==> src/rtl/csm_pkg.sv <==
// Shared types and default sizes for the CSM two-port shared memory.
package csm_pkg;

  localparam int ADDR_W_DEF       = 3;
  localparam int DATA_W_DEF       = 8;
  localparam int HOLD_TIMEOUT_DEF = 16;

  typedef enum logic [1:0] {
    OP_READ    = 2'd0,
    OP_WRITE   = 2'd1,
    OP_HOLD    = 2'd2,
    OP_RELEASE = 2'd3
  } op_t;

  typedef enum logic [1:0] {
    NONE  = 2'd0,
    OWN_A = 2'd1,
    OWN_B = 2'd2
  } owner_t;

  typedef enum logic {
    ST_IDLE = 1'b0,
    ST_RESP = 1'b1
  } port_state_t;

  typedef struct packed {
    logic [DATA_W_DEF-1:0] rdata;
    logic                  err;
  } resp_t;

endpackage

==> src/rtl/csm_lock_table.sv <==
// Per-address lock ownership with hold timeout and port-A-first arbitration.
module csm_lock_table
  import csm_pkg::*;
#(
  parameter int ADDR_W       = ADDR_W_DEF,
  parameter int HOLD_TIMEOUT = HOLD_TIMEOUT_DEF
) (
  input  logic              clk,
  input  logic              reset,
  input  logic              a_acc,
  input  logic [1:0]        a_op,
  input  logic [ADDR_W-1:0] a_addr,
  input  logic              b_acc,
  input  logic [1:0]        b_op,
  input  logic [ADDR_W-1:0] b_addr,
  output logic              a_grant,
  output logic              a_err,
  output logic              b_grant,
  output logic              b_err
);

  localparam int DEPTH = 2 ** ADDR_W;
  localparam int CNT_W = (HOLD_TIMEOUT > 0) ? $clog2(HOLD_TIMEOUT + 1) : 1;

  owner_t           owner_reg [DEPTH];
  logic [CNT_W-1:0] cnt_reg   [DEPTH];

  op_t    a_op_e, b_op_e;
  owner_t a_own, a_own_next, b_own;
  logic   same_addr;
  logic [DEPTH-1:0] a_sel, b_sel;

  assign a_op_e = op_t'(a_op);
  assign b_op_e = op_t'(b_op);

  // B is judged against the lock state after A's effect on a shared address.
  always_comb begin
    a_own      = owner_reg[a_addr];
    a_err      = a_acc && ((a_own == OWN_B) || ((a_op_e == OP_RELEASE) && (a_own != OWN_A)));
    a_grant    = a_acc && !a_err;
    a_own_next = a_own;
    if (a_grant && (a_op_e == OP_HOLD))    a_own_next = OWN_A;
    if (a_grant && (a_op_e == OP_RELEASE)) a_own_next = NONE;
    same_addr  = a_acc && (a_addr == b_addr);
    b_own      = same_addr ? a_own_next : owner_reg[b_addr];
    b_err      = b_acc && ((b_own == OWN_A) ||
                           ((b_op_e == OP_RELEASE) && (b_own != OWN_B)) ||
                           (same_addr && a_grant && (a_op_e == OP_WRITE) && (b_op_e == OP_WRITE)));
    b_grant    = b_acc && !b_err;
  end

  genvar gi;
  generate
    for (gi = 0; gi < DEPTH; gi++) begin : g_sel
      assign a_sel[gi] = a_grant && (a_addr == ADDR_W'(gi));
      assign b_sel[gi] = b_grant && (b_addr == ADDR_W'(gi));
    end
  endgenerate

  // Expiry first; an accepted HOLD/RELEASE in the same cycle overrides it.
  always_ff @(posedge clk) begin
    if (reset) begin
      for (int i = 0; i < DEPTH; i++) begin
        owner_reg[i] <= NONE;
        cnt_reg[i]   <= '0;
      end
    end else begin
      for (int i = 0; i < DEPTH; i++) begin
        if ((HOLD_TIMEOUT > 0) && (owner_reg[i] != NONE)) begin
          if (cnt_reg[i] <= CNT_W'(1)) begin
            owner_reg[i] <= NONE;
            cnt_reg[i]   <= '0;
          end else begin
            cnt_reg[i] <= cnt_reg[i] - CNT_W'(1);
          end
        end
        if (a_sel[i] && (a_op_e == OP_HOLD)) begin
          owner_reg[i] <= OWN_A;
          cnt_reg[i]   <= CNT_W'(HOLD_TIMEOUT);
        end else if (a_sel[i] && (a_op_e == OP_RELEASE)) begin
          owner_reg[i] <= NONE;
          cnt_reg[i]   <= '0;
        end
        if (b_sel[i] && (b_op_e == OP_HOLD)) begin
          owner_reg[i] <= OWN_B;
          cnt_reg[i]   <= CNT_W'(HOLD_TIMEOUT);
        end else if (b_sel[i] && (b_op_e == OP_RELEASE)) begin
          owner_reg[i] <= NONE;
          cnt_reg[i]   <= '0;
        end
      end
    end
  end

endmodule

==> src/rtl/csm_shared_mem.sv <==
// Two-port shared memory responder: memory array, per-port request FSMs, lock table.
module csm_shared_mem
  import csm_pkg::*;
#(
  parameter int ADDR_W       = ADDR_W_DEF,
  parameter int DATA_W       = DATA_W_DEF,
  parameter int HOLD_TIMEOUT = HOLD_TIMEOUT_DEF
) (
  input  logic              clk,
  input  logic              reset,
  input  logic              a_valid,
  input  logic [1:0]        a_op,
  input  logic [ADDR_W-1:0] a_addr,
  input  logic [DATA_W-1:0] a_wdata,
  output logic              a_ready,
  output logic              a_done,
  output logic [DATA_W-1:0] a_rdata,
  output logic              a_err,
  input  logic              b_valid,
  input  logic [1:0]        b_op,
  input  logic [ADDR_W-1:0] b_addr,
  input  logic [DATA_W-1:0] b_wdata,
  output logic              b_ready,
  output logic              b_done,
  output logic [DATA_W-1:0] b_rdata,
  output logic              b_err
);

  localparam int DEPTH = 2 ** ADDR_W;

  logic [DATA_W-1:0] mem_reg [DEPTH];
  logic [1:0]        valid_in, ready, done, acc, err_in, err_out;
  logic [1:0]        op_in     [2];
  logic [ADDR_W-1:0] addr_in   [2];
  logic [DATA_W-1:0] rdata_out [2];
  logic              a_grant, a_lock_err, b_grant, b_lock_err;

  assign valid_in   = {b_valid, a_valid};
  assign op_in[0]   = a_op;
  assign op_in[1]   = b_op;
  assign addr_in[0] = a_addr;
  assign addr_in[1] = b_addr;
  assign acc        = valid_in & ready;
  assign err_in     = {b_lock_err, a_lock_err};

  csm_lock_table #(
    .ADDR_W      (ADDR_W),
    .HOLD_TIMEOUT(HOLD_TIMEOUT)
  ) u_lock (
    .clk    (clk),
    .reset  (reset),
    .a_acc  (acc[0]),
    .a_op   (a_op),
    .a_addr (a_addr),
    .b_acc  (acc[1]),
    .b_op   (b_op),
    .b_addr (b_addr),
    .a_grant(a_grant),
    .a_err  (a_lock_err),
    .b_grant(b_grant),
    .b_err  (b_lock_err)
  );

  // Same-address double writes never reach here: the lock table rejects B's.
  always_ff @(posedge clk) begin
    if (reset) begin
      for (int i = 0; i < DEPTH; i++) mem_reg[i] <= '0;
    end else begin
      if (a_grant && (op_t'(a_op) == OP_WRITE)) mem_reg[a_addr] <= a_wdata;
      if (b_grant && (op_t'(b_op) == OP_WRITE)) mem_reg[b_addr] <= b_wdata;
    end
  end

  genvar gi;
  generate
    for (gi = 0; gi < 2; gi++) begin : g_port
      port_state_t       state_reg, state_next;
      logic              ready_l, done_l, err_reg;
      logic [DATA_W-1:0] rdata_reg;

      always_ff @(posedge clk) begin
        if (reset) state_reg <= ST_IDLE;
        else       state_reg <= state_next;
      end

      always_comb begin
        state_next = state_reg;
        case (state_reg)
          ST_IDLE: if (acc[gi]) state_next = ST_RESP;
          ST_RESP: state_next = ST_IDLE;
          default: state_next = ST_IDLE;
        endcase
      end

      // A response still pending when reset arrives is suppressed.
      always_comb begin
        ready_l = (state_reg == ST_IDLE);
        done_l  = (state_reg == ST_RESP) && !reset;
      end

      always_ff @(posedge clk) begin
        if (reset) begin
          rdata_reg <= '0;
          err_reg   <= 1'b0;
        end else if (acc[gi]) begin
          err_reg   <= err_in[gi];
          rdata_reg <= (!err_in[gi] && (op_t'(op_in[gi]) == OP_READ)) ? mem_reg[addr_in[gi]] : '0;
        end
      end

      assign ready[gi]     = ready_l;
      assign done[gi]      = done_l;
      assign err_out[gi]   = err_reg;
      assign rdata_out[gi] = rdata_reg;
    end
  endgenerate

  assign a_ready = ready[0];
  assign a_done  = done[0];
  assign a_rdata = rdata_out[0];
  assign a_err   = err_out[0];
  assign b_ready = ready[1];
  assign b_done  = done[1];
  assign b_rdata = rdata_out[1];
  assign b_err   = err_out[1];

endmodule

==> config.mk <==
export PLATFORM = sky130hd
export DESIGN_NAME = csm_shared_mem
export DESIGN_NICKNAME = d
export VERILOG_FILES = /design/src/rtl/csm_pkg.sv /design/src/rtl/csm_lock_table.sv /design/src/rtl/csm_shared_mem.sv
export SDC_FILE = /design/constraint.sdc
export NUM_CORES = 1
export LEC_CHECK = 0
export CAP_MARGIN = 20
export CORE_MARGIN = 4
export CORE_UTILIZATION = 55
export CTS_CLUSTER_SIZE = 14
export DETAILED_ROUTE_END_ITERATION = 10
export PLACE_DENSITY = 0.85
export SYNTH_ARGS = -nofsm -noshare
export SYNTH_HDL_FRONTEND = slang
export SYNTH_SLANG_ARGS = --single-unit
==> constraint.sdc <==
create_clock -name clk -period 7.5 [get_ports clk]
set_input_delay 1.5 -clock clk [delete_from_list [all_inputs] [get_ports clk]]
set_output_delay 1.5 -clock clk [all_outputs]
set_load 0.01 [all_outputs]
==> flow_metrics.py, run 1 <==
metrics = {
    "pwr": {
        "p_total_mw": 2.227,
        "vdd_ir_drop_max_uv": 147.9,
        "power.leakage_nw": 3.365,
        "power_density_nw_per_um2": 235.4,
    },
    "place": {
        "place_area_sq_um": 8906,
        "place_congestion": 0.9379,
        "numPortBuffers": 51,
        "dp_slack_ns": 1.710,
        "hpwl_mm": 16.32,
    },
    "critical_path": {
        "arrival_ns": 5.58,
        "end_kind": "flip-flop",
        "slowest_stage": "clkdlybuf4s50_1",
        "endpoint": "mem_reg[5][0]",
        "critPathKind": "input pin to flip-flop",
        "crit_start": "a_addr[1]",
        "reg2reg_depth": 7,
        "path_max_fanout": 19,
        "critical_path.cell_chain": "clkdlybuf4s50_1 -> mux4_2 -> mux2_4 -> nand3b_1 -> a311oi_2 -> nand4_1 -> nor2_1 -> a211o_1",
        "cp_top_family": "simple AND/OR/NAND/NOR gates",
        "cp_num_buf_inv": 1,
        "start_kind": "input pin",
        "reg2reg_to": "mem_reg[5][0]",
        "cp.depth": 8,
        "slowest_delay_ns": 1.05,
        "required_ns": 7.60,
        "crit-reg2reg-launch": "u_lock.owner_reg[0][1]",
        "r2r_slack_ns": 3.78,
    },
    "logic_synthesis": {
        "synth_cell_types": 73,
        "synth_seq_cells": 140,
        "synth_edf_count": 120,
        "synth_fp_nets": 746,
        "syn_inst": 700,
        "synth_top_family_by_area": "compound AO/OA/AOI/OAI gates",
        "synth_compound_area_share_pct": 15.14,
        "muxShareOfSynthArea_pct": 13.36,
        "yosys_most_used_dff": "edfxtp_1",
        "synthSimpleGateAreaFrac_pct": 14.04,
        "yosysWarnings": 0,
        "synthAdderAreaFrac_pct": 2.901,
        "ys_seq_area_share_pct": 48.10,
        "ys_async_sr_fraction_pct": 0,
        "synth_area_sq_um": 8324,
        "synth-xor-area-share_pct": 2.841,
        "syn_avg_cell_area_sq_um": 11.89,
    },
    "clock_network": {
        "cts_sinks": 140,
        "cts_setup_buffers": 0,
        "cts.path.max_buffers": 2,
        "cts_resized": 0,
        "cts_hold_buf": 0,
        "clock_latency_ns": 0.44,
        "cts.htree.levels": 4,
        "cts-root-buf": "clkbuf_16",
        "path_clk_slew_ns": 0.06,
        "numCtsBuffers": 17,
        "tritoncts": "done",
    },
    "final_layout": {
        "fin_util_pct": 64.38,
        "fin_area_sq_um": 9463,
        "n_antenna_cell": 0,
        "fillCellCount": 1077,
        "nets": 779,
        "area_growth_pct": 13.68,
        "largest_reg_flops": 64,
        "drive_above_1_share_pct": 13.54,
    },
    "sta": {
        "max_freq_mhz": 182.5,
        "fin_crit_sh_pct": 73.08,
        "maxSlewViolCount": 0,
        "setup_tns_ns": 0,
        "period_minus_slack_ns": 5.481,
        "skew_ns": 0.01026,
        "slew_headroom_pct": 24.65,
        "rsz0062_at_grt": "no",
        "finalSetupViolCount": 0,
        "tightest_slew_ns": 1.127,
        "finalHoldViolCount": 0,
        "worst_slack_ns": 2.019,
    },
    "route": {
        "routed-via-count": 6480,
        "viasPerCell": 6.968,
        "wirelength_mm": 22.75,
        "drtIter0Drc": 1085,
        "drtAntennaViolNets": 0,
        "wl_per_cell_um": 24.46,
        "drc": 0,
        "dr.pass1.iters": 6,
    },
    "die": {
        "io_pins": 52,
        "core_area_sq_um": 14700,
        "start_util_pct": 56.63,
        "num_rows": 44,
        "die_area_sq_um": 17170,
        "die_w_um": 131.0,
        "die_y_um": 131.0,
    },
    "grt": {
        "grt_pass1_vias": 6327,
        "grtUsageTotal_pct": 27.68,
        "grt_pass1_wl_mm": 35.29,
        "gr-total-overflow": 0,
        "antenna_found_initial": 0,
        "grt_max_degree": 54,
    },
    "run": {
        "cap_violations": 0,
    },
    "status": {
        "status": "complete, no violations",
    },
    "worst_hold_path": {
        "hp-class": "flip-flop to flip-flop",
    },
}
-- worst min-delay path, delay by kind of cell, from the launching register on --
kind	cells	cell delay, ns
AOI/OAI and AO/OA	1	0.05
and+or+nand+nor	1	0.05
DFF	1	0.31
-- power by group --
part	total (mW)	internal [mW]	switching [mW]
logic	0.433	0.184	0.250
registers	0.997	0.933	0.0647
clock network	0.796	0.468	0.328
total	2.23	1.58	0.643
-- routing by layer --
| layer | vias up | wire length, um | global-route usage [%] |
|---|---|---|---|
| met5 | - | 0 | 0 |
| met4 | 0 | 718 | 11.74 |
| met3 | 69 | 2918 | 9.512 |
| met2 | 449 | 10460 | 42.65 |
| met1 | 3143 | 8652 | 35.85 |
| li1 | 2819 | - | - |
-- cells by family (layout without fill, tap and decap cells) --
| logic type | Yosys count | in the layout |
|---|---|---|
| XOR/XNOR | 27 | 27 |
| AND/OR/NAND/NOR | 226 | 226 |
| adder cells (fa/ha/maj) | 20 | 20 |
| AO/OA/AOI/OAI | 156 | 156 |
| multiplexers | 63 | 63 |
| flip-flops | 140 | 140 |
| buffers and inverters | 68 | 114 |
-- how the worst min path moves through the flow --
stage / slack (ns) / end / startpoint / depth (start not counted)
2_1_floorplan: 0.47 / b_rdata[0] / b_rdata[0] / 2
3_3_place_gp: 0.44 / b_rdata[6] / b_rdata[6] / 2
3_5_place_dp: 0.45 / b_rdata[4] / b_rdata[4] / 2
4_1_cts: 0.45 / b_rdata[4] / b_rdata[4] / 2
5_1_grt: 0.47 / b_rdata[3] / b_rdata[3] / 2
6_report: 0.45 / b_rdata[4] / b_rdata[4] / 2
-- metrics by stage --
stage                     instances  hold WS [ns]
final                           930        0.4505
after global routing            930        0.4676
after CTS                       930        0.4531
after detailed placement        898        0.4455
after global placement          897        0.4406
after floorplan                 700        0.4727
-- synth_stat cells (2+ instances only) --
cell type / n / share of area, %
a211o_1: 8 / 0.84
a21oi_1: 9 / 0.54
a22o_1: 32 / 3.4
a22oi_1: 2 / 0.18
a31oi_1: 4 / 0.30
a32o_1: 32 / 3.8
a41o_1: 2 / 0.24
and2_1: 3 / 0.23
and3_1: 5 / 0.38
buf_1: 15 / 0.68
buf_2: 4 / 0.24
buf_4: 3 / 0.27
buf_6: 4 / 0.54
clkbuf_1: 20 / 0.90
dfxtp_1: 20 / 4.8
edfxtp_1: 120 / 43
ha_1: 16 / 2.4
inv_1: 21 / 0.95
maj3_1: 3 / 0.36
mux2i_1: 23 / 2.8
mux4_2: 38 / 10
nand2_1: 43 / 1.9
nand2b_1: 9 / 0.68
nand3_1: 9 / 0.54
nand3b_1: 2 / 0.18
nand4_1: 5 / 0.38
nor2_1: 67 / 3.0
nor2b_1: 15 / 1.1
nor3_1: 43 / 2.6
nor3_4: 4 / 0.78
nor4_1: 5 / 0.38
o2111ai_1: 2 / 0.21
o211ai_1: 6 / 0.54
o211ai_2: 4 / 0.60
o21a_1: 3 / 0.27
o21ai_0: 22 / 1.3
o21ai_1: 9 / 0.54
o21bai_1: 4 / 0.36
o22ai_1: 3 / 0.23
or2_2: 2 / 0.15
or3_1: 2 / 0.15
xnor2_1: 21 / 2.2
xor2_1: 6 / 0.63
-- final cells by class --
class                      instances  area, sq um  area share [%]
multi-input combinational        492         4019           42.47
sequential                       140         4004           42.31
tap                              184        230.2           2.433
clock inverter                    10        60.06          0.6347
clock buffer                      22        496.7           5.249
timing repair buffer              60        570.5           6.029
inverter                          22        82.58          0.8727
-- layout by cell type, fill, tap and decap left out, types with 4 or more instances in the layout --
| master | instances |
|---|---|
| edfxtp_1 | 120 |
| nor2_1 | 67 |
| clkdlybuf4s50_1 | 50 |
| nor3_1 | 43 |
| nand2_1 | 43 |
| mux4_2 | 38 |
| a22o_1 | 32 |
| a32o_1 | 32 |
| mux2i_1 | 23 |
| o21ai_0 | 22 |
| inv_1 | 21 |
| xnor2_1 | 21 |
| dfxtp_1 | 20 |
| clkbuf_16 | 19 |
| ha_1 | 16 |
| nor2b_1 | 15 |
| nand2b_1 | 9 |
| nand3_1 | 9 |
| o21ai_1 | 9 |
| a21oi_1 | 9 |
| a211o_1 | 8 |
| buf_4 | 8 |
| xor2_1 | 6 |
| o211ai_1 | 6 |
| nor4_1 | 5 |
| nand4_1 | 5 |
| and3_1 | 5 |
| nor3_4 | 4 |
| o21bai_1 | 4 |
| a31oi_1 | 4 |
| o211ai_2 | 4 |
| clkinv_2 | 4 |
Power figures use the tool's default switching activity.
==> run 2: changes to the inputs <==
==> constraint.sdc (replaced) <==
create_clock -name clk -period 5.49 [get_ports clk]
set_input_delay 1.098 -clock clk [delete_from_list [all_inputs] [get_ports clk]]
set_output_delay 1.098 -clock clk [all_outputs]
set_load 0.01 [all_outputs]
==> run 2 against run 1 <==
Effect of this change: sequential share of layout area shrank 0.77 points; first-iteration DRC count down 24%; worst setup slack lost 1.0 ns; critical path depth up 1; non-clock buffer count increased by 14; wire length down 2.2%; clock power grew 55%; sequential power grew 36%; cell count is 1.5% higher; critical endpoint is now mem_reg[2][2]; largest cell class unchanged.
==> flow_metrics.py, run 2 (synthesis gave the netlist of run 1 again) <==
metrics = {
    "status": {
        "status": "complete, no violations",
    },
    "die": {
        "num_rows": 44,
        "die_y_um": 131.0,
        "io_pins": 52,
        "core_area_sq_um": 14700,
        "die_w_um": 131.0,
        "die_area_sq_um": 17170,
        "start_util_pct": 56.63,
    },
    "sta": {
        "skew_ns": 0.01423,
        "finalSetupViolCount": 0,
        "fin_crit_sh_pct": 81.64,
        "setup_tns_ns": 0,
        "period_minus_slack_ns": 4.482,
        "max_freq_mhz": 223.1,
        "slew_headroom_pct": 44.23,
        "finalHoldViolCount": 0,
        "tightest_slew_ns": 0.8302,
        "rsz0062_at_grt": "no",
        "maxSlewViolCount": 0,
    },
    "pwr": {
        "power.leakage_nw": 3.452,
        "pwr-share-clk_pct": 38.4,
        "vdd_ir_drop_max_uv": 224.1,
        "share_comb_of_total_power_pct": 18.8,
        "power_density_nw_per_um2": 330.7,
        "power_frac_seq_pct": 42.8,
        "switching_share_pct": 28.23,
        "p_switching_mw": 0.8998,
        "p_int_mw": 2.288,
    },
    "grt": {
        "grt_max_degree": 53,
        "grt_pass1_wl_mm": 35.08,
        "grtUsageTotal_pct": 26.89,
        "antenna_found_initial": 0,
        "gr-total-overflow": 0,
        "grt_pass1_vias": 6378,
    },
    "route": {
        "drtIter0Drc": 829,
        "met2_length_mm": 10.32,
        "maxUsedRoutingLayer": "met4",
        "drc": 0,
        "met1_length_mm": 8.878,
        "drtAntennaViolNets": 0,
        "wl_per_cell_um": 23.56,
        "dr.pass1.iters": 5,
        "wirelength_mm": 22.24,
        "routed-via-count": 6510,
        "viasPerCell": 6.896,
        "route.met3.wl_mm": 2.564,
    },
    "clock_network": {
        "tritoncts": "done",
        "cts.path.max_buffers": 2,
        "cts_sinks": 140,
        "clock_latency_ns": 0.44,
        "cts_setup_buffers": 0,
        "cts_hold_buf": 0,
        "cts_resized": 0,
        "cts-root-buf": "clkbuf_16",
        "numCtsBuffers": 17,
        "path_clk_slew_ns": 0.06,
        "cts.htree.levels": 4,
    },
    "final_layout": {
        "final_common_cell": "edfxtp_1",
        "final_cell_mix": "edfxtp_1, nor2_1, clkdlybuf4s50_1, nor3_1, nand2_1",
        "fin_util_pct": 65.58,
        "nets": 793,
        "largest_reg_flops": 64,
        "n_antenna_cell": 0,
        "area_growth_pct": 15.80,
        "fillCellCount": 1038,
        "drive_above_1_share_pct": 15.39,
        "register_area_sq_um": 4004,
        "multiInputGateArea_sq_um": 4019,
    },
    "place": {
        "numPortBuffers": 51,
        "hpwl_mm": 16.41,
        "place_congestion": 0.9658,
    },
    "critical_path": {
        "end_kind": "flip-flop",
        "arrival_ns": 4.57,
        "required_ns": 5.58,
        "critPathKind": "input pin to flip-flop",
        "start_kind": "input pin",
        "path_max_fanout": 27,
    },
    "run": {
        "cap_violations": 0,
    },
    "worst_hold_path": {
        "hp-class": "flip-flop to flip-flop",
    },
}
## run 2: power by group through the flow
stage / combinational [mW] / clock [mW] / sequential (mW)
finish: 0.599 / 1.23 / 1.36
global route: 0.652 / 1.28 / 1.37
CTS: 0.592 / 1.23 / 1.36
detailed placement: 0.583 / 0 / 1.38
global placement: 0.550 / 0 / 1.37
floorplan: 0.432 / 0 / 1.35
## run 2: per-stage QoR
step	total power, mW	std cells	area (sq um)	hold WS (ns)	setup slack [ns]
4_1_cts	3.180	944	9639	0.4521	1.069
3_5_place_dp	1.965	912	9014	0.4441	0.6270
6_report	3.188	944	9639	0.4481	1.008
2_1_floorplan	1.785	700	8324	0.4727	1.876
5_1_grt	3.307	944	9639	0.4808	0.8081
3_3_place_gp	1.920	912	9014	0.4334	0.8215
## run 2: critical path, stage by stage
cell             delay (ns)
clkdlybuf4s50_1        0.58
buf_4                  0.39
and2b_1                0.26
a22oi_1                0.20
a21boi_4               0.32
o21ai_1                0.14
or4_1                  0.63
nor3_4                 0.52
a211o_1                0.44
## run 2: final cells by class
type	count	share of cell area, %
Clock buffer	18	4.452
Clock inverter	14	2.038
Inverter	22	0.8567
Multi-Input combinational cell	492	41.69
Sequential cell	140	41.54
Tap cell	184	2.388
Timing Repair Buffer	74	7.035
## run 2: path summary, 6_finish.rpt
| path | endpoint | from | slack (ns) | cells after the start |
|---|---|---|---|---|
| worst min-delay path | b_rdata[0] | b_rdata[0] | 0.45 | 2 |
| worst max register to register | mem_reg[4][0] | u_lock.owner_reg[6][1] | 2.11 | 8 |
| worst min register to register | b_rdata[0] | b_rdata[0] | 0.45 | 2 |
| worst max-delay path | mem_reg[2][2] | a_addr[1] | 1.01 | 9 |
## run 2: routing by layer
metal	global-route usage (%)	up-vias
li1	-	2848
met1	37.00	3172
met2	41.79	440
met3	7.317	50
met4	8.711	0
met5	0	-
